## config.mk

```make
export PLATFORM = sky130hd
export DESIGN_NAME = rotary_emulator
export DESIGN_NICKNAME = d
export VERILOG_FILES = /design/src/rtl/rotary_pkg.sv /design/src/rtl/step_accumulator.sv /design/src/rtl/rotary_emulator.sv
export SDC_FILE = /design/constraint.sdc
export NUM_CORES = 1
export LEC_CHECK = 0
export ABC_AREA = 1
export CAP_MARGIN = 40
export CORE_AREA = 2 2 102 104
export CTS_BUF_LIST = sky130_fd_sc_hd__clkbuf_16
export DETAILED_ROUTE_END_ITERATION = 16
export DIE_AREA = 0 0 104 106
export GPL_TIMING_DRIVEN = 0
export PLACE_DENSITY_LB_ADDON = 0.12
export SYNTH_ARGS = -nofsm -noshare
export SYNTH_HDL_FRONTEND = slang
export SYNTH_SLANG_ARGS = --single-unit
```

## constraint.sdc

```tcl
create_clock -name clk -period 5.9 [get_ports clk]
set_input_delay 1.18 -clock clk [delete_from_list [all_inputs] [get_ports clk]]
set_output_delay 1.18 -clock clk [all_outputs]
set_load 0.02 [all_outputs]
```

## src/rtl/rotary_pkg.sv

```systemverilog
// rotary_pkg: state encoding, per-direction line tables and timing constants shared by
// rotary_emulator and rotary_decoder.
package rotary_pkg;
  typedef enum logic [2:0] {IDLE, PH1, PH2, PH3, PH4, GAP} rot_state_e;
  localparam int ROT_PHASE_CYC = 4000;
  localparam int ROT_DEBOUNCE_CYC = 40000;
  // {clk, dt} per phase, index 0 = PH1; each step flips exactly one line
  localparam logic [3:0][1:0] ROT_LVL_UP = {2'b11, 2'b01, 2'b00, 2'b10};
  localparam logic [3:0][1:0] ROT_LVL_DN = {2'b11, 2'b10, 2'b00, 2'b01};
  function automatic logic [1:0] rot_lines(input rot_state_e s, input logic dn);
    logic [1:0] idx;
    idx = 2'(s - PH1);
    return (s == IDLE || s == GAP) ? 2'b11 : dn ? ROT_LVL_DN[idx] : ROT_LVL_UP[idx];
  endfunction
endpackage

```

## src/rtl/step_accumulator.sv

```systemverilog
// step_accumulator: saturating signed net-step counter; a request that would pass the limit
// is dropped and flagged for one cycle, while a detent dequeue is always honoured.
module step_accumulator #(
  parameter int CNT_W = 4
) (
  input  logic                    clk,
  input  logic                    res_n,
  input  logic                    up_i,
  input  logic                    dn_i,
  input  logic                    deq_i,
  output logic signed [CNT_W-1:0] cnt_o,
  output logic                    pos_o,
  output logic                    neg_o,
  output logic                    overflow_o
);
  localparam int LIM = 2 ** (CNT_W - 1) - 1;
  logic signed [CNT_W-1:0] cnt_q, cnt_d;
  logic ovf_q, ovf_d;
  int base, sum;
  always_comb begin
    base = int'(cnt_q) - (deq_i ? (neg_o ? -1 : pos_o ? 1 : 0) : 0);
    sum = base + int'(up_i) - int'(dn_i);
    ovf_d = sum > LIM || sum < -LIM;
    cnt_d = CNT_W'(ovf_d ? base : sum);
  end
  always_ff @(posedge clk) begin
    if (!res_n) begin
      cnt_q <= '0;
      ovf_q <= 1'b0;
    end else begin
      cnt_q <= cnt_d;
      ovf_q <= ovf_d;
    end
  end
  assign cnt_o = cnt_q;
  assign pos_o = cnt_q > 0;
  assign neg_o = cnt_q[CNT_W-1];
  assign overflow_o = ovf_q;
endmodule

```

## src/rtl/rotary_emulator.sv

```systemverilog
// rotary_emulator: replays queued step requests as mechanical-encoder quadrature detents,
// each followed by an idle gap long enough for the decoder's debounce to settle.
module rotary_emulator import rotary_pkg::*; #(
  parameter int PHASE_CYCLES    = ROT_PHASE_CYC,
  parameter int GAP_CYCLES      = 48000,
  parameter int CNT_W           = 4,
  parameter int DEBOUNCE_CYCLES = ROT_DEBOUNCE_CYC
) (
  input  logic                    clk,
  input  logic                    res_n,
  input  logic                    step_up,
  input  logic                    step_dn,
  output logic                    rotary_clk,
  output logic                    rotary_dt,
  output logic                    busy,
  output logic                    step_done,
  output logic                    overflow,
  output logic signed [CNT_W-1:0] pending
);
  localparam int TMAX = PHASE_CYCLES > GAP_CYCLES ? PHASE_CYCLES : GAP_CYCLES;
  localparam int TW = $clog2(TMAX + 1);
  localparam logic [TW-1:0] PH_LOAD = TW'(PHASE_CYCLES - 1);
  localparam logic [TW-1:0] GAP_LOAD = TW'(GAP_CYCLES - 1);
  if (GAP_CYCLES <= DEBOUNCE_CYCLES) begin : g_gap_chk
    $error("GAP_CYCLES must exceed the decoder debounce pause");
  end
  rot_state_e state_q, state_d;
  logic [TW-1:0] tmr_q, tmr_d;
  logic [1:0] lines_q, lines_d;
  logic dn_q, dn_d, busy_q, busy_d, done_q, done_d;
  logic pos, neg, start;
  step_accumulator #(.CNT_W(CNT_W)) u_acc (
    .clk        (clk),
    .res_n      (res_n),
    .up_i       (step_up),
    .dn_i       (step_dn),
    .deq_i      (start),
    .cnt_o      (pending),
    .pos_o      (pos),
    .neg_o      (neg),
    .overflow_o (overflow)
  );
  assign start = state_q == IDLE && (pos || neg);
  always_ff @(posedge clk) begin
    if (!res_n) begin
      state_q <= IDLE;
      tmr_q   <= '0;
      dn_q    <= 1'b0;
      lines_q <= 2'b11;
      busy_q  <= 1'b0;
      done_q  <= 1'b0;
    end else begin
      state_q <= state_d;
      tmr_q   <= tmr_d;
      dn_q    <= dn_d;
      lines_q <= lines_d;
      busy_q  <= busy_d;
      done_q  <= done_d;
    end
  end
  // one shared down-counter times every phase and the gap
  always_comb begin
    state_d = state_q;
    tmr_d = tmr_q - 1'b1;
    dn_d = start ? neg : dn_q;
    if (state_q == IDLE) begin
      state_d = start ? PH1 : IDLE;
      tmr_d = start ? PH_LOAD : '0;
    end else if (tmr_q == '0) begin
      state_d = state_q == PH1 ? PH2 : state_q == PH2 ? PH3 : state_q == PH3 ? PH4 :
                state_q == PH4 ? GAP : IDLE;
      tmr_d = state_q == PH4 ? GAP_LOAD : state_q == GAP ? '0 : PH_LOAD;
    end
  end
  always_comb begin
    lines_d = rot_lines(state_d, dn_d);
    busy_d = state_d != IDLE;
    done_d = state_q == PH4 && state_d == GAP;
  end
  assign rotary_clk = lines_q[1];
  assign rotary_dt = lines_q[0];
  assign busy = busy_q;
  assign step_done = done_q;
endmodule

```

* After elaboration in Yosys (flattened, before gate mapping)
Index checks and enable logic that the tools add are counted.
** Storage, ports and cells
- Latch bits :: 0
- Input bits :: 4
- Flip-flop bits (word level) :: 29
- RAM bits :: 0
- Output and inout port bits :: 9
- Word-level logic and storage cells :: 56
- ROM bits :: 0
- Memories :: 0
** Cells by class
- Shift-type cells :: 0
- Add/sub/neg operators :: 5
- Div/mod/pow operators :: 0
- Reductions and logical operators :: 10
- Muxes and demuxes :: 22
- Bitwise operators :: 1
- Equality and inequality tests :: 6
- Multipliers :: 0
- $lt $le $gt $ge :: 4
** Operator list (count)
- $mux W32 :: 2
- $mux W16 :: 3
- $add A32 B2 Y32 :: 1
- $gt A32 B4 Y1 const B :: 1
- $lt A32 B4 Y1 const B :: 1
- $sub A32 B2 Y32 :: 1
- $sub A4 B32 Y32 :: 1
- $mux W12 :: 2
- $mux W3 :: 6
- $logic_not A16 Y1 :: 1
- $sub A16 B1 Y16 const B :: 1
- $eq A3 B3 Y1 const B :: 3
- $bmux W2 S2 :: 2
- $eq A3 B2 Y1 const B :: 2
- $logic_not A3 Y1 :: 2
- $mux W2 :: 3
- $gt A4 B1 Y1 const B :: 1
- $mux W4 :: 1
- $eq A3 B1 Y1 const B :: 1
- $logic_or A1 B1 Y1 :: 3
- $lt A2 B3 Y1 const B :: 1
- $mux W1 :: 3
- $reduce_bool A3 Y1 :: 1
- $logic_and A1 B1 Y1 :: 2
- other kinds (3) :: 3

* Logic depth before layout (Yosys ltp)
Gate-level depths: netlist of run 1.
- Word-level depth :: 11
- Mapped depth :: 35
- Mapped depth without buffers :: 35

* Modules after synthesis
A second synthesis of run 1 with hierarchy kept.
** Second synthesis, totals
- Cell total of the unflattened synthesis :: 957
- Area total of the unflattened synthesis :: 5096.1 µm²
** By module, submodules not included
- step_accumulator :: area an instance 3638.5 µm², times used 1, cells each 757
- rotary_emulator :: area an instance 1457.6 µm², times used 1, cells each 200

* Worst setup path before layout of run 1
No wires, ideal clock.
- Path type :: register to register
- Start :: reg state_q[0]
- End :: reg u_acc.cnt_q[0], in the netlist u_acc.cnt_o[0]
- Library setup time :: 0.113 ns
- Required time :: 5.787 ns
- Data arrival time :: 4.166 ns
- Path slack :: 1.622 ns
- Period minus slack after synthesis :: 4.278 ns
- Buffers on the path :: 1
- Stages on the path, launching flop included :: 32
- Cell sequence :: dfxtp_1 -> nor2_4 -> nand2_4 -> nor2_1 -> inv_1 -> ha_1 -> a21oi_1 -> nand2_1 -> inv_1 -> ha_1 -> ha_1 -> inv_1 -> ha_1 -> inv_1 -> ha_1 -> buf_4 -> a21oi_1 -> o21ai_0 -> a21oi_1 -> nand2_1 -> nand2_1 -> nand2_2 -> nand2_1 -> nand3_1 -> nand2_1 -> nand3_2 -> nor2_1 -> nand2_1 -> nor2_2 -> nor2_1 -> nor2_1 -> nor2_1
** On the way
- Longest elaborated chain between the ends :: 9
- Elaborated cells between the ends (all ways) :: 10
- Those cells by class :: add/sub: 3; order compare: 2; mux: 2; reduce/logical: 3
** Ends and longest elaborated chain
- start: declaration :: line rotary_emulator.sv:27 : rot_state_e state_q, state_d;
- start signal: assignment :: line rotary_emulator.sv:53 : state_q <= state_d;
- $logic_not A3 Y1 * :: line rotary_emulator.sv:43 : assign start = state_q == IDLE && (pos || neg);
- $logic_and A1 B1 Y1 * :: line rotary_emulator.sv:43
- $mux W32 * :: line step_accumulator.sv:21 : base = int'(cnt_q) - (deq_i ? (neg_o ? -1 : pos_o ? 1 : 0) : 0);
- $sub A4 B32 Y32 * :: line step_accumulator.sv:21
- $add A32 B2 Y32 :: line step_accumulator.sv:22 : sum = base + int'(up_i) - int'(dn_i);
- $sub A32 B2 Y32 :: line step_accumulator.sv:22
- $gt A32 B4 Y1 / $lt A32 B4 Y1 (equally long branches) :: line step_accumulator.sv:23 : ovf_d = sum > LIM || sum < -LIM;
- $logic_or A1 B1 Y1 :: line step_accumulator.sv:23
- $mux W4 * :: line step_accumulator.sv:24 : cnt_d = CNT_W'(ovf_d ? base : sum);
- end signal: assignment :: line step_accumulator.sv:31 : cnt_q <= cnt_d;
- end: declaration :: line step_accumulator.sv:17 : logic signed [CNT_W-1:0] cnt_q, cnt_d;
Every way passes the cells marked *; elsewhere a longest branch is shown, timed or not.
A chain may end at the register's enable or synchronous reset.

* Worst setup path after layout of run 1
- Start :: reg state_q[0]
- End :: reg u_acc.cnt_q[1], in the netlist u_acc.cnt_o[1]
The elaborated chain is that of the path after synthesis.

==> summary.md, run 1 <==
| Metric | Value |
|---|---|
| Post-synth EDFFs | 0 |
| Synth Instances | just under 800 |
| Via Count | 4800 |
| Netlist cell types | 37 |
| Post-synthesis sequential area ratio | 13.3% |
| Largest net degree at the start of global routing | 18 |
| GRT Total Usage | 23.0% |
| Fmax | 187 MHz |
| Share of layout cells above drive strength 1 | 6.81% |
| CTS tree | built |
| I/O pin cnt | 13 |
| Clock Sinks | 29 |
| Area delta synth->final | 9.97% |
| Crit path from | state_q[0] |
| WL/cell | 13.4 microns |
| Most area-consuming cells after synthesis | nand2_1 20%, dfxtp_1 13%, ha_1 13% |
| Post-route setup TNS | 0 ns |
| Worst-case clock buffer depth | 2 |
| Crit-path slowest cell | dfxtp_1 |
| Synthesized cell area | around 4400 sq um |
| Routed WL | ~12000 microns |
| CTS Buf Count | 5 |
| Antenna fix cells | 0 |
| Total grt overflow | 0 |
| Number of vias per cell | 5.17 |
| First-pass DRT Iterations | 5 |
| Slew @ Worst Pin | 0.648 ns |
| Yosys top cell by area | nand2_1 |
| Fin util | 48.0% |
| Async set-reset flop share out of synthesis | 0% |
| Die Span X | approximately 100 microns |
| Run status | completed |
| Register area | 581 sq um |
| Number of max-cap violations | 0 |
| Final worst clock skew | 0.00487 ns |
| Area of the multi-input gates | 3270 sq um |
| Latest clock arrival within the worst-skew pair | roughly 0.28 ns |
| RSZ-0062 raised after global routing | no |
| Port bufs | 12 |
| Initial Util | 43.7% |
| Synth Register Bits | 29 |
| Crit Path Max Fanout | 10 |
| Syn. warnings | 0 |
| Fin. Hold Viols | 0 |
| Arrival @ worst endpoint | 5.51 ns |
| Final min period | approximately 5.3 ns |
| Max-slew violation count | 0 |
| Syn Area/Cell | 5.65 sq um |
| Core area | 10000 sq um |
| Gpl congestion | around 0.9 |
| CP endpoint kind | register |
| CTS H-Tree Depth | 2 |
| Number of remaining DRC errors | 0 |
| Share of the synthesized area in the top cell type | 20.1% |
| Dominant synthesized flop cell | dfxtp_1 |
| Syn_nets | ~800 |
| Post-DRT Antenna Nets | 0 |
| Critical Path RT | 6.07 ns |
| CTS root buf | clkbuf_16 |
| Class of the tightest hold or removal check | register to register |
| Critical Path Start Type | register |
| # nets final | 843 |
| CP most frequent cell | nor2_1 |
| Clock transition at path regs | around 0.050 ns |
| # setup viols final | 0 |
| First-pass GRT wire length | ~21000 microns |
| Die Area | 11000 sq um |
| Initial antenna violation count | 0 |
| Synth cell count leaders | 234 x nand2_1, 116 x inv_1, 90 x nor2_1, 84 x nand3_1, 45 x ha_1 |
| Max-Slew Margin vs Limit | 56.4% |
| Drt initial violations | 280 |
| Row Count | 37 |
| Slowest stage delay, CP | 0.37 ns |
| Fillers | 1119 |
| Vias in the first global route | 4346 |
| Critical path class | register to register |
| Reg-to-Reg Start | state_q[0] |
| Die height | 106 microns |
| DP HPWL | 10400 microns |
| Most frequent cell after synthesis | nand2_1 |
| Hold path start | tmr_q[12] |
| Period utilisation layout | 90.5% |
-- worst paths after layout --
path / end / slack, ns / cells past startpoint
worst max-delay path: u_acc.cnt_o[1] / 0.56 / 31
worst min-delay path: tmr_q[12] / 0.52 / 2
worst max register to register: u_acc.cnt_o[1] / 0.56 / 31
worst min register to register: tmr_q[12] / 0.52 / 2
-- worst max-delay path: cells and delay by family (launching register included) --
family	cells	cell delay, ns
simple gates	21	2.93
flops	1	0.37
buf+inv	5	0.60
fa+ha+maj	5	1.31
-- through the flow --
step | cell area (sq um) | setup WS [ns] | cells | hold slack [ns]
floorplan | 4370 | 1.62 | 773 | 0.470
finish | 4800 | 0.560 | 929 | 0.518
detailed placement | 4660 | 0.507 | 921 | 0.509
global placement | 4660 | 0.544 | 921 | 0.520
global route | 4800 | 0.100 | 929 | 0.568
CTS | 4800 | 0.467 | 929 | 0.521
-- logic make-up after synthesis --
| family | after synthesis | share of synthesized area [%] |
|---|---|---|
| AOI/OAI and AO/OA | 70 | 8.71 |
| xor gates and xnor gates | 22 | 4.59 |
| adders and majority gates | 47 | 13.8 |
| buffers and inverters | 131 | 11.9 |
| DFF | 29 | 13.3 |
| and+or+nand+nor | 474 | 47.7 |
-- cell usage in the layout (no fill, tap or decap), types with 12 or more instances in the layout --
master             n
nor3_1            14
o21ai_0           23
nand2_2           14
nand2_1          234
nand3_1           84
ha_1              45
a21oi_1           34
dfxtp_1           29
inv_1            116
nor2_1            89
clkdlybuf4s50_1   12
nand4_1           16
-- sequential cells by signal (all words and copies together) (netlist names) --
signal / count
busy: 1
dn_q: 1
lines_q: 2
state_q: 3
step_done: 1
tmr_q: 16
u_acc.cnt_o: 4
u_acc.overflow_o: 1
-- per-layer routing --
metal / GRT usage (%) / part of all wire [%]
met5: 0 / 0
met3: 2.76 / 3.4
met1: 30.2 / 48
met4: 3.57 / 0.68
met2: 41.3 / 48
-- what timing repair did --
action | in CTS | in global routing
buffers inserted | 0 | 0
gates resized for setup | 0 | 1
hold buffers | 0 | 0
endpoints found under the setup margin | 0 | 3
-- area by class of cell --
cell class,instances,area share [%]
multi-input combinational,613,68.1
clock inverter,3,0.365
sequential,29,12.1
inverter,121,9.46
timing repair buffer,12,2.50
tap,136,3.54
clock buffer,5,2.61
buffer,10,1.33
Power of run 1 is not shown: default switching activity piles up to over one toggle a cycle in this logic, so the estimate is an artifact.
==> inputs of run 2 (changes only) <==
SKIP_LAST_GASP = 1   (was unset)
clock period = 5 ns   (was 5.9 ns; I/O delays follow)
==> summary.md, run 2 (synthesis results as in run 1) <==
| Metric | Value |
|---|---|
| Run status | completed (unchanged) |
| Slew @ Worst Pin | 0.644 ns (was 0.648 ns) |
| Die Span X | 104 microns (unchanged) |
| Crit-path slowest cell | fa_1 (was dfxtp_1) |
| Number of max-cap violations | 0 (unchanged) |
| CTS root buf | clkbuf_16 (unchanged) |
| Fin util | 50.7% (was 48.0%) |
| Largest net degree at the start of global routing | 18 (unchanged) |
| Antenna fix cells | 0 (unchanged) |
| Non-Filler Instances | 935 (was 929) |
| Fmax | 214 MHz (was 187 MHz) |
| Max reg flops | 16 (unchanged) |
| Placed cell count | 921 (unchanged) |
| I/O pin cnt | 13 (unchanged) |
| WL/cell | 13.6 microns (was 13.4 microns) |
| Area delta synth->final | 16.2% (was 9.97%) |
| Final worst clock skew | 0.00446 ns (was 0.00487 ns) |
| Fin. Hold Viols | 0 (unchanged) |
| Via Count | 4818 (was 4800) |
| Clock transition at path regs | 0.05 ns (about the same) |
| Largest Register | tmr_q (unchanged) |
| Share of layout cells above drive strength 1 | 12.5% (was 6.81%) |
| M1 wire length | 5870 microns (was 5970 microns) |
| Number of vias per cell | 5.15 (was 5.17) |
| Critical path class | register to register (unchanged) |
| Commonest non-fill, non-tap cells in the layout | 230 x nand2_1, 112 x inv_1, 82 x nand3_1 (was 234 x nand2_1, 116 x inv_1, 89 x nor2_1) |
| Hold path start | tmr_q[12] (unchanged) |
| Uppermost layer routed | met4 (unchanged) |
| Max-slew violation count | 0 (unchanged) |
| CTS H-Tree Depth | 2 (unchanged) |
| Drt initial violations | 283 (was 280) |
| Crit Path Max Fanout | 10 (unchanged) |
| Row Count | 37 (unchanged) |
| First-pass GRT wire length | 20900 microns (was 20800 microns) |
| Met3 WL | 541 microns (was 428 microns) |
| Max-Slew Margin vs Limit | 56.6% (was 56.4%) |
| Slowest stage delay, CP | 0.39 ns (was 0.37 ns) |
| GRT Total Usage | 23.2% (was 23.0%) |
| Gpl congestion | 0.912 (unchanged) |
| # nets final | 849 (was 843) |
| Die height | 106 microns (unchanged) |
| Worst-case clock buffer depth | 2 (unchanged) |
| # setup viols final | 0 (unchanged) |
| Initial Util | 43.7% (unchanged) |
| Total grt overflow | 0 (unchanged) |
| Number of cells on the worst reg-to-reg path | 31 (unchanged) |
| Area of the multi-input gates | 3480 sq um (was 3270 sq um) |
| Number of remaining DRC errors | 0 (unchanged) |
| Vias in the first global route | 4387 (was 4346) |
| CTS tree | built (unchanged) |
| WHS Path Cells | 2 (unchanged) |
| Post-DRT Antenna Nets | 0 (unchanged) |
| Post-route setup TNS | 0 ns (unchanged) |
| Reg-to-reg endpoint | u_acc.cnt_o[1] (unchanged) |
| Die Area | 11000 sq um (unchanged) |
| First-pass DRT Iterations | 5 (unchanged) |
| Fillers | 1091 (was 1119) |
| Routed WL | 12700 microns (was 12500 microns) |
| Port bufs | 12 (unchanged) |
| Critical Path RT | 5.17 ns (was 6.07 ns) |
| CP most frequent cell | nand2_1 (was nor2_1) |
| Latest clock arrival within the worst-skew pair | 0.27 ns (was 0.28 ns) |
| CTS Buf Count | 5 (unchanged) |
| Critical Path Start Type | register (unchanged) |
| DP HPWL | 10400 microns (unchanged) |
| Core area | 10000 sq um (unchanged) |
| Clock Sinks | 29 (unchanged) |
| Final min period | 4.66 ns (was 5.34 ns) |
| Register area | 584 sq um (was 581 sq um) |
| Commonest non-fill, non-tap cell in the layout | nand2_1 (unchanged) |
| Crit path from | u_acc.cnt_o[2] (was state_q[0]) |
| Arrival @ worst endpoint | 4.83 ns (was 5.51 ns) |
| Reg-to-Reg Start | u_acc.cnt_o[2] (was state_q[0]) |
| Initial antenna violation count | 0 (unchanged) |
| CP endpoint kind | register (unchanged) |
| Worst Hold End | tmr_q[12] (unchanged) |
| Class of the tightest hold or removal check | register to register (unchanged) |
| Met2 WL | 6190 microns (was 5990 microns) |
| Worst R2R Setup Slack | 0.34 ns (was 0.56 ns) |
| Hold slack | 0.518 ns (about the same) |
| Period utilisation layout | 93.3% (was 90.5%) |
run 2: cell count changes in the layout (fill, tap and decap cells not counted), sizes merged:
cell,change
buf,+6
clkinvlp,+1
inv,-1
run 2: critical path: cells and delay by family (launching register included):
family	cells	cell delay, ns
buf+inv	7	0.69
flops	1	0.37
fa+ha+maj	5	1.23
simple gates	18	2.18
compound gates	1	0.11
run 2: area by class of cell:
cell class / instances / share of cell area [%]
well taps: 136 / 3.35
inverters: 121 / 9.03
multi-input cells: 613 / 68.7
clock buffers: 5 / 2.47
plain buffers: 10 / 1.33
repair buffers: 18 / 3.26
flip-flops and latches: 29 / 11.5
clock inverters: 3 / 0.345
run 2: metal layers:
layer,vias to the layer above,track usage (%)
li1,2511,-
met1,2202,30.3
met2,94,41.7
met3,11,2.76
met4,0,3.67
met5,-,0
run 2: worst max-delay path by stage:
| stage | endpoint | slack, ns | cells after the start |
|---|---|---|---|
| 2_1_floorplan | u_acc.cnt_o[0] | 0.72 | 31 |
| 3_3_place_gp | u_acc.cnt_o[1] | -0.36 | 31 |
| 3_5_place_dp | u_acc.cnt_o[1] | -0.39 | 31 |
| 4_1_cts | u_acc.cnt_o[2] | 0.04 | 32 |
| 5_1_grt | u_acc.cnt_o[1] | -0.002 | 28 |
| 6_report | u_acc.cnt_o[1] | 0.34 | 31 |
run 2: repair_timing:
action,4_1_cts,5_1_grt
hold buffers,0,0
endpoints found under the hold margin,0,0
gates resized for setup,12,42
setup buffers,0,6
endpoints found under the setup margin,5,5
cloned,0,0
pin swaps,0,7
run 2: per-stage QoR:
stage / cell area, sq um / worst slack (ns)
2_1_floorplan: 4370 / 0.722
3_3_place_gp: 4660 / -0.356
3_5_place_dp: 4660 / -0.393
4_1_cts: 4840 / 0.0399
5_1_grt: 5070 / -0.00234
6_report: 5070 / 0.336
Power of run 2 is left out for the same reason.
